<file path="config.mk">
export PLATFORM = sky130hd
export DESIGN_NAME = serial_addsub_ctrl_flat
export DESIGN_NICKNAME = d
export VERILOG_FILES = /design/src/rtl/serial_addsub_ctrl_pkg.sv /design/src/rtl/serial_addsub_ctrl_if.sv /design/src/rtl/serial_addsub_ctrl_shreg.sv /design/src/rtl/serial_addsub_ctrl.sv /design/src/flat_wrapper.sv
export SDC_FILE = /design/constraint.sdc
export NUM_CORES = 1
export LEC_CHECK = 0
export CAP_MARGIN = 20
export CELL_PAD_IN_SITES_DETAIL_PLACEMENT = 2
export CELL_PAD_IN_SITES_GLOBAL_PLACEMENT = 2
export CORE_MARGIN = 2
export CORE_UTILIZATION = 31
export CTS_CLUSTER_DIAMETER = 40
export DETAILED_ROUTE_END_ITERATION = 7
export PLACE_DENSITY = 0.94
export SETUP_SLACK_MARGIN = 0.3
export SLEW_MARGIN = 20
export SYNTH_ARGS = -nofsm -noshare
export SYNTH_HDL_FRONTEND = slang
export SYNTH_SLANG_ARGS = --single-unit
</file>
<file path="constraint.sdc">
create_clock -name clk -period 4 [get_ports clk]
set_clock_uncertainty 0.2 [all_clocks]
set_input_delay 0.6 -clock clk [delete_from_list [all_inputs] [get_ports clk]]
set_output_delay 0.6 -clock clk [all_outputs]
set_load 0.05 [all_outputs]
</file>
<file path="src/rtl/serial_addsub_ctrl_pkg.sv">
// rtl/serial_addsub_ctrl_pkg.sv - shared types and constants for the bit-serial add/subtract sequencer
package serial_addsub_pkg;
    typedef enum logic [1:0] {IDLE, RUN, DONE} state_t;

    localparam int   DEFAULT_WIDTH = 8;
    localparam logic MODE_ADD      = 1'b1;
    localparam logic MODE_SUB      = 1'b0;
endpackage

</file>
<file path="src/rtl/serial_addsub_ctrl_if.sv">
// rtl/serial_addsub_ctrl_if.sv - request/response handshake bundle for serial_addsub_ctrl
// ovf is carried only when SERIAL_ADDSUB_OVF_EN is defined.
interface serial_addsub_ctrl_if #(parameter int WIDTH = serial_addsub_pkg::DEFAULT_WIDTH);
    logic             in_valid;
    logic             in_ready;
    logic [WIDTH-1:0] op_a;
    logic [WIDTH-1:0] op_b;
    logic             op_a_ns;
    logic             out_valid;
    logic             out_ready;
    logic [WIDTH-1:0] result;
    logic             carry_out;
`ifdef SERIAL_ADDSUB_OVF_EN
    logic             ovf;

    modport master (output in_valid, op_a, op_b, op_a_ns, out_ready,
                    input  in_ready, out_valid, result, carry_out, ovf);
    modport slave  (input  in_valid, op_a, op_b, op_a_ns, out_ready,
                    output in_ready, out_valid, result, carry_out, ovf);
`else
    modport master (output in_valid, op_a, op_b, op_a_ns, out_ready,
                    input  in_ready, out_valid, result, carry_out);
    modport slave  (input  in_valid, op_a, op_b, op_a_ns, out_ready,
                    output in_ready, out_valid, result, carry_out);
`endif
endinterface

</file>
<file path="src/rtl/serial_addsub_ctrl_shreg.sv">
// rtl/serial_addsub_ctrl_shreg.sv - parallel-load right-shift register, serial-in at MSB
// Priority: clear, then load, then shift.
module serial_shreg #(
    parameter int WIDTH = 8
) (
    input  logic             clk,
    input  logic             i_clr,
    input  logic             i_load,
    input  logic [WIDTH-1:0] i_load_data,
    input  logic             i_shift,
    input  logic             i_sin,
    output logic [WIDTH-1:0] o_q
);
    logic [WIDTH-1:0] r_q;

    always_ff @(posedge clk) begin
        if (i_clr) begin
            r_q <= '0;
        end else if (i_load) begin
            r_q <= i_load_data;
        end else if (i_shift) begin
            r_q <= {i_sin, r_q[WIDTH-1:1]};
        end
    end

    assign o_q = r_q;
endmodule

</file>
<file path="src/rtl/serial_addsub_ctrl.sv">
// rtl/serial_addsub_ctrl.sv - sequences an external fas cell over WIDTH bits, LSB first
// Optional signed-overflow output enabled by SERIAL_ADDSUB_OVF_EN.
module serial_addsub_ctrl import serial_addsub_pkg::*; #(
    parameter int WIDTH = DEFAULT_WIDTH
) (
    input  logic                 clk,
    input  logic                 rst,
    serial_addsub_ctrl_if.slave  bus,
    output logic                 busy,
    output logic                 fa_a,
    output logic                 fa_b,
    output logic                 fa_cin,
    output logic                 fa_a_ns,
    input  logic                 fa_s,
    input  logic                 fa_cout
);
    localparam int CNT_W = $clog2(WIDTH);

    state_t           r_state;
    logic [CNT_W-1:0] r_cnt;
    logic             r_carry;
    logic             r_mode;
    logic             r_in_ready;
    logic             r_out_valid;
    logic             r_busy;
    logic             r_carry_out;
    logic [WIDTH-1:0] w_a_q;
    logic [WIDTH-1:0] w_b_q;
    logic [WIDTH-1:0] w_res_q;
    logic             w_accept;
    logic             w_last;
    logic             w_unused_bits;

    assign w_accept = r_in_ready && bus.in_valid;
    assign w_last   = (r_cnt == CNT_W'(WIDTH - 1));

`ifdef SERIAL_ADDSUB_OVF_EN
    logic r_a_msb;
    logic r_b_msb;
    logic r_ovf;
    logic w_ovf_next;

    // fa_s on the last RUN cycle is the result MSB
    assign w_ovf_next = (r_mode == MODE_ADD)
                      ? ((r_a_msb == r_b_msb) && (fa_s != r_a_msb))
                      : ((r_a_msb != r_b_msb) && (fa_s != r_a_msb));
    assign bus.ovf = r_ovf;

    always_ff @(posedge clk) begin
        if (rst) begin
            r_a_msb <= 1'b0;
            r_b_msb <= 1'b0;
            r_ovf   <= 1'b0;
        end else if (w_accept) begin
            r_a_msb <= bus.op_a[WIDTH-1];
            r_b_msb <= bus.op_b[WIDTH-1];
        end else if (r_state == RUN && w_last) begin
            r_ovf <= w_ovf_next;
        end
    end
`endif

    always_ff @(posedge clk) begin
        if (rst) begin
            r_state     <= IDLE;
            r_cnt       <= '0;
            r_carry     <= 1'b0;
            r_mode      <= MODE_ADD;
            r_in_ready  <= 1'b1;
            r_out_valid <= 1'b0;
            r_busy      <= 1'b0;
            r_carry_out <= 1'b0;
        end else begin
            case (r_state)
                IDLE: begin
                    if (bus.in_valid) begin
                        r_state    <= RUN;
                        r_cnt      <= '0;
                        r_carry    <= 1'b0;
                        r_mode     <= bus.op_a_ns;
                        r_in_ready <= 1'b0;
                        r_busy     <= 1'b1;
                    end
                end
                RUN: begin
                    r_carry <= fa_cout;
                    r_cnt   <= r_cnt + 1'b1;
                    if (w_last) begin
                        r_state     <= DONE;
                        r_busy      <= 1'b0;
                        r_out_valid <= 1'b1;
                        r_carry_out <= fa_cout;
                    end
                end
                DONE: begin
                    if (bus.out_ready) begin
                        r_state     <= IDLE;
                        r_out_valid <= 1'b0;
                        r_in_ready  <= 1'b1;
                    end
                end
                default: begin
                    r_state     <= IDLE;
                    r_in_ready  <= 1'b1;
                    r_out_valid <= 1'b0;
                    r_busy      <= 1'b0;
                end
            endcase
        end
    end

    serial_shreg #(.WIDTH(WIDTH)) u_a_sr (
        .clk(clk), .i_clr(rst), .i_load(w_accept), .i_load_data(bus.op_a),
        .i_shift(r_busy), .i_sin(1'b0), .o_q(w_a_q)
    );

    serial_shreg #(.WIDTH(WIDTH)) u_b_sr (
        .clk(clk), .i_clr(rst), .i_load(w_accept), .i_load_data(bus.op_b),
        .i_shift(r_busy), .i_sin(1'b0), .o_q(w_b_q)
    );

    serial_shreg #(.WIDTH(WIDTH)) u_res_sr (
        .clk(clk), .i_clr(rst || w_accept), .i_load(1'b0), .i_load_data('0),
        .i_shift(r_busy), .i_sin(fa_s), .o_q(w_res_q)
    );

    // only the LSBs of the operand registers feed the cell
    assign w_unused_bits = &{1'b0, w_a_q[WIDTH-1:1], w_b_q[WIDTH-1:1]};

    assign fa_a    = r_busy && w_a_q[0];
    assign fa_b    = r_busy && w_b_q[0];
    assign fa_cin  = r_busy && r_carry;
    assign fa_a_ns = r_busy ? r_mode : MODE_ADD;

    assign busy          = r_busy;
    assign bus.in_ready  = r_in_ready;
    assign bus.out_valid = r_out_valid;
    assign bus.result    = w_res_q;
    assign bus.carry_out = r_carry_out;
endmodule

</file>
<file path="src/flat_wrapper.sv">
// flat-port wrapper written by rule: the top's interface ports become plain ports
module serial_addsub_ctrl_flat import serial_addsub_pkg::*;
#(
    parameter int WIDTH = DEFAULT_WIDTH
)
  (clk, rst, busy, fa_a, fa_b, fa_cin, fa_a_ns, fa_s, fa_cout, bus_in_valid, bus_op_a, bus_op_b, bus_op_a_ns, bus_out_ready, bus_in_ready, bus_out_valid, bus_result, bus_carry_out);
  serial_addsub_ctrl_if #(.WIDTH(WIDTH)) bus_i ();
  input  logic clk;
  input  logic rst;
  output logic busy;
  output logic fa_a;
  output logic fa_b;
  output logic fa_cin;
  output logic fa_a_ns;
  input  logic fa_s;
  input  logic fa_cout;
  input wire logic [$bits(bus_i.in_valid)-1:0] bus_in_valid;
  input wire logic [$bits(bus_i.op_a)-1:0] bus_op_a;
  input wire logic [$bits(bus_i.op_b)-1:0] bus_op_b;
  input wire logic [$bits(bus_i.op_a_ns)-1:0] bus_op_a_ns;
  input wire logic [$bits(bus_i.out_ready)-1:0] bus_out_ready;
  output wire logic [$bits(bus_i.in_ready)-1:0] bus_in_ready;
  output wire logic [$bits(bus_i.out_valid)-1:0] bus_out_valid;
  output wire logic [$bits(bus_i.result)-1:0] bus_result;
  output wire logic [$bits(bus_i.carry_out)-1:0] bus_carry_out;
  assign bus_i.in_valid = bus_in_valid;
  assign bus_i.op_a = bus_op_a;
  assign bus_i.op_b = bus_op_b;
  assign bus_i.op_a_ns = bus_op_a_ns;
  assign bus_i.out_ready = bus_out_ready;
  assign bus_in_ready = bus_i.in_ready;
  assign bus_out_valid = bus_i.out_valid;
  assign bus_result = bus_i.result;
  assign bus_carry_out = bus_i.carry_out;
  serial_addsub_ctrl #(.WIDTH(WIDTH)) u_core (.clk(clk), .rst(rst), .bus(bus_i), .busy(busy), .fa_a(fa_a), .fa_b(fa_b), .fa_cin(fa_cin), .fa_a_ns(fa_a_ns), .fa_s(fa_s), .fa_cout(fa_cout));
endmodule
</file>
==> impl_metrics.env <==
export IMPL_synthArstFlopShare_pct=0
export IMPL_final_net_count=213
export IMPL_endpoint="fa_a"
export IMPL_crit_required_ps=3200
export IMPL_cts_tree="yes"
export IMPL_cp_max_fo=13
export IMPL_r2r_setup_slack_ps=1970
export IMPL_grt_max_degree=32
export IMPL_synth_top_cell_area_share_pct=47.95
export IMPL_drv_cap=0
export IMPL_antenna_left=0
export IMPL_crit_path_start_kind="register"
export IMPL_multi_input_area_um2=681.9
export IMPL_grt_antenna_before_repair=0
export IMPL_pre_cts_ws_ps=1219
export IMPL_cp_top_family="buffers and inverters"
export IMPL_cts_inserted_buffers=5
export IMPL_synth_nets=176
export IMPL_first_pass_iters=4
export IMPL_remaining_drc_errors=0
export IMPL_final_util_pct=43.78
export IMPL_fin_tns_setup_ps=0
export IMPL_die_area_um2=5279
export IMPL_io_buffers=38
export IMPL_grt_pass1_wl_mm=6.796
export IMPL_yosysSeqAreaShare_pct=47.95
export IMPL_place_hpwl_mm=2.814
export IMPL_p_leak_nw=0.7154
export IMPL_reg2reg_to="u_core.u_res_sr.o_q[4]$_SDFFE_PP0P_"
export IMPL_fmax_mhz=330.1
export IMPL_grt_pass1_vias=1423
export IMPL_cts_setup_buffers=0
export IMPL_drive_gt1_share_pct=5.319
export IMPL_critPathCaptureType="output pin"
export IMPL_die_w_um=72.66
export IMPL_setup_viol=0
export IMPL_setup_slack_ps=970.9
export IMPL_r2r_start="u_core.bus.in_ready$_SDFFE_PP1P_"
export IMPL_yosys_top_cells_count="35 x dfxtp_1, 30 x nor2_1, 23 x mux2i_1"
export IMPL_slowest_delay_ps=790
export IMPL_synth_cells=151
export IMPL_critical_path_buf_inv_count=2
export IMPL_crit_slowest_cell="clkdlybuf4s50_1"
export IMPL_fillers=476
export IMPL_synth_edf_count=0
export IMPL_finalWirelength_mm=4.139
export IMPL_drv_slew=0
export IMPL_cts_path_max_buffers=2
export IMPL_grt_usage_pct=17.41
export IMPL_slew_headroom_pct=34.85
export IMPL_synth_area_um2=1461
export IMPL_startpoint="u_core.busy$_SDFFE_PP0P_"
export IMPL_worst_r2r_path_depth=3
export IMPL_rsz0062_at_grt="no"
export IMPL_ys_types=25
export IMPL_core_rowCount=24
export IMPL_synth_seq_cells=35
export IMPL_syn2layout_area_growth_pct=33.13
export IMPL_yosysTopAreaCell="dfxtp_1"
export IMPL_min_period_over_period_pct=75.73
export IMPL_drt_iter0_drc=34
export IMPL_synth_most_common_cell="dfxtp_1"
export IMPL_fp_dieH_um=72.66
export IMPL_path_clk_slew_ps=60
export IMPL_path_cells="buf_4, and2_1, clkdlybuf4s50_1"
export IMPL_grt_overflow_total=0
export IMPL_ios=39
export IMPL_core_um2=4444
export IMPL_path_class="reg -> out"
export IMPL_cts_root_buf="clkbuf_8"
export IMPL_worstSkewPairLatency_ps=290
export IMPL_antenna_cells=0
export IMPL_outcome="complete, no violations"
export IMPL_wl_per_cell_um=17.25
export IMPL_routabilityCongestion=0.6973
export IMPL_seqCellArea_um2=700.7
export IMPL_yosysWarnings=0
export IMPL_cts_hold_buf=0
export IMPL_vias=1230
export IMPL_cts_resized=0
export IMPL_power_density_nw_per_um2=392.2
export IMPL_peakVddDrop_v=0.0001926
export IMPL_viasPerCell=5.125
export IMPL_ys_flop_type="dfxtp_1"
export IMPL_hp_class="reg -> reg"
export IMPL_finalCriticalPeriod_ps=3029
export IMPL_finalHoldViolations=0
export IMPL_synth_area_leaders="dfxtp_1 48%, mux2i_1 16%, a211oi_1 7.7%, nor2_1 7.7%, a21oi_1 2.7%"
export IMPL_cts_sinks=35
export IMPL_start_util_pct=32.88
export IMPL_crit_cells=3
export IMPL_worst_pin_slew_ps=974.9
export IMPL_hold_path_startpoint="u_core.bus.carry_out$_SDFFE_PP0P_"
export IMPL_htree_num_levels=2
export IMPL_synth_avg_cell_area_um2=9.678
export IMPL_worstPathArrival_ps=2230
layer usage:
metal	share of wire [%]	vias to the layer above	global-route usage (%)
li1	-	603	-
met1	41	592	18.56
met2	53	28	31.41
met3	4.3	7	3.867
met4	2.2	0	9.877
met5	0	-	0
report_power, final:
part / internal, W / switching, W
registers: 0.000370 / 0.0000186
clock network: 0.000135 / 0.000121
logic: 0.0000562 / 0.0000618
worst reg2reg max path: stages, from the launching register on:
cell,delay [ps]
dfxtp_1,420
nand2_1,600
nand2b_1,570
nor2_1,110
kinds of logic after synthesis:
group	share of synthesized area (%)
and+or+nand+nor	15.24
buffers and inverters	5.393
muxes	15.75
DFF	47.95
AOI/OAI and AO/OA	13.96
adders and majority gates	1.712
worst min-delay path by stage:
stage | end | slack [ps] | depth (start not counted)
global route | u_core.bus.carry_out$_SDFFE_PP0P_ | 280 | 2
global placement | u_core.bus.carry_out$_SDFFE_PP0P_ | 250 | 2
finish | u_core.bus.carry_out$_SDFFE_PP0P_ | 260 | 2
detailed placement | u_core.bus.carry_out$_SDFFE_PP0P_ | 260 | 2
CTS | u_core.bus.carry_out$_SDFFE_PP0P_ | 270 | 2
floorplan | u_core.u_a_sr.o_q[7]$_SDFFE_PP0P_ | 260 | 2
flip-flops by register name, indices dropped and copies added (netlist names):
name / cells
u_core.bus.in_ready: 1
u_core.u_res_sr.o_q: 8
u_core.r_cnt: 3
u_core.bus.carry_out: 1
u_core.u_b_sr.o_q: 8
u_core.u_a_sr.o_q: 8
u_core.busy: 1
u_core.r_state: 2
u_core.r_mode: 1
u_core.r_carry: 1
u_core.bus.out_valid: 1
area by class of cell:
class / instances / area share (%)
Multi-Input combinational cell: 103 / 35.05
Timing Repair Buffer: 41 / 20.71
Inverter: 2 / 0.3859
Clock buffer: 6 / 4.244
Tap cell: 52 / 3.344
Clock inverter: 1 / 0.2572
Sequential cell: 35 / 36.01
layout by cell type, fill, tap and decap left out:
cell type and instances:
a211oi_1 15, a21oi_1 8, a22oi_1 3, and2_1 3, and2b_1 1, buf_4 3, clkbuf_8 6, clkdlybuf4s50_1 38
clkinv_2 1, dfxtp_1 35, ha_1 2, inv_1 2, mux2i_1 23, nand2_1 2, nand2b_1 2, nand3_1 3
nand3b_1 3, nor2_1 30, nor3_1 2, nor3b_1 1, o21ai_0 1, o21bai_1 1, o22ai_1 1, o32a_1 1
or3b_1 1
per-stage QoR:
| stage | instances | hold slack [ps] | power (W) | area (um2) |
|---|---|---|---|---|
| 6_report | 240 | 257.1 | 0.0007631 | 1946 |
| 5_1_grt | 240 | 284.1 | 0.0007976 | 1946 |
| 4_1_cts | 240 | 266.3 | 0.0007757 | 1946 |
| 3_5_place_dp | 233 | 257.5 | 0.0005136 | 1858 |
| 3_3_place_gp | 233 | 251.5 | 0.0005037 | 1858 |
| 2_1_floorplan | 151 | 259.8 | 0.0004682 | 1461 |
No activity file was read; power rests on OpenSTA's default activity.
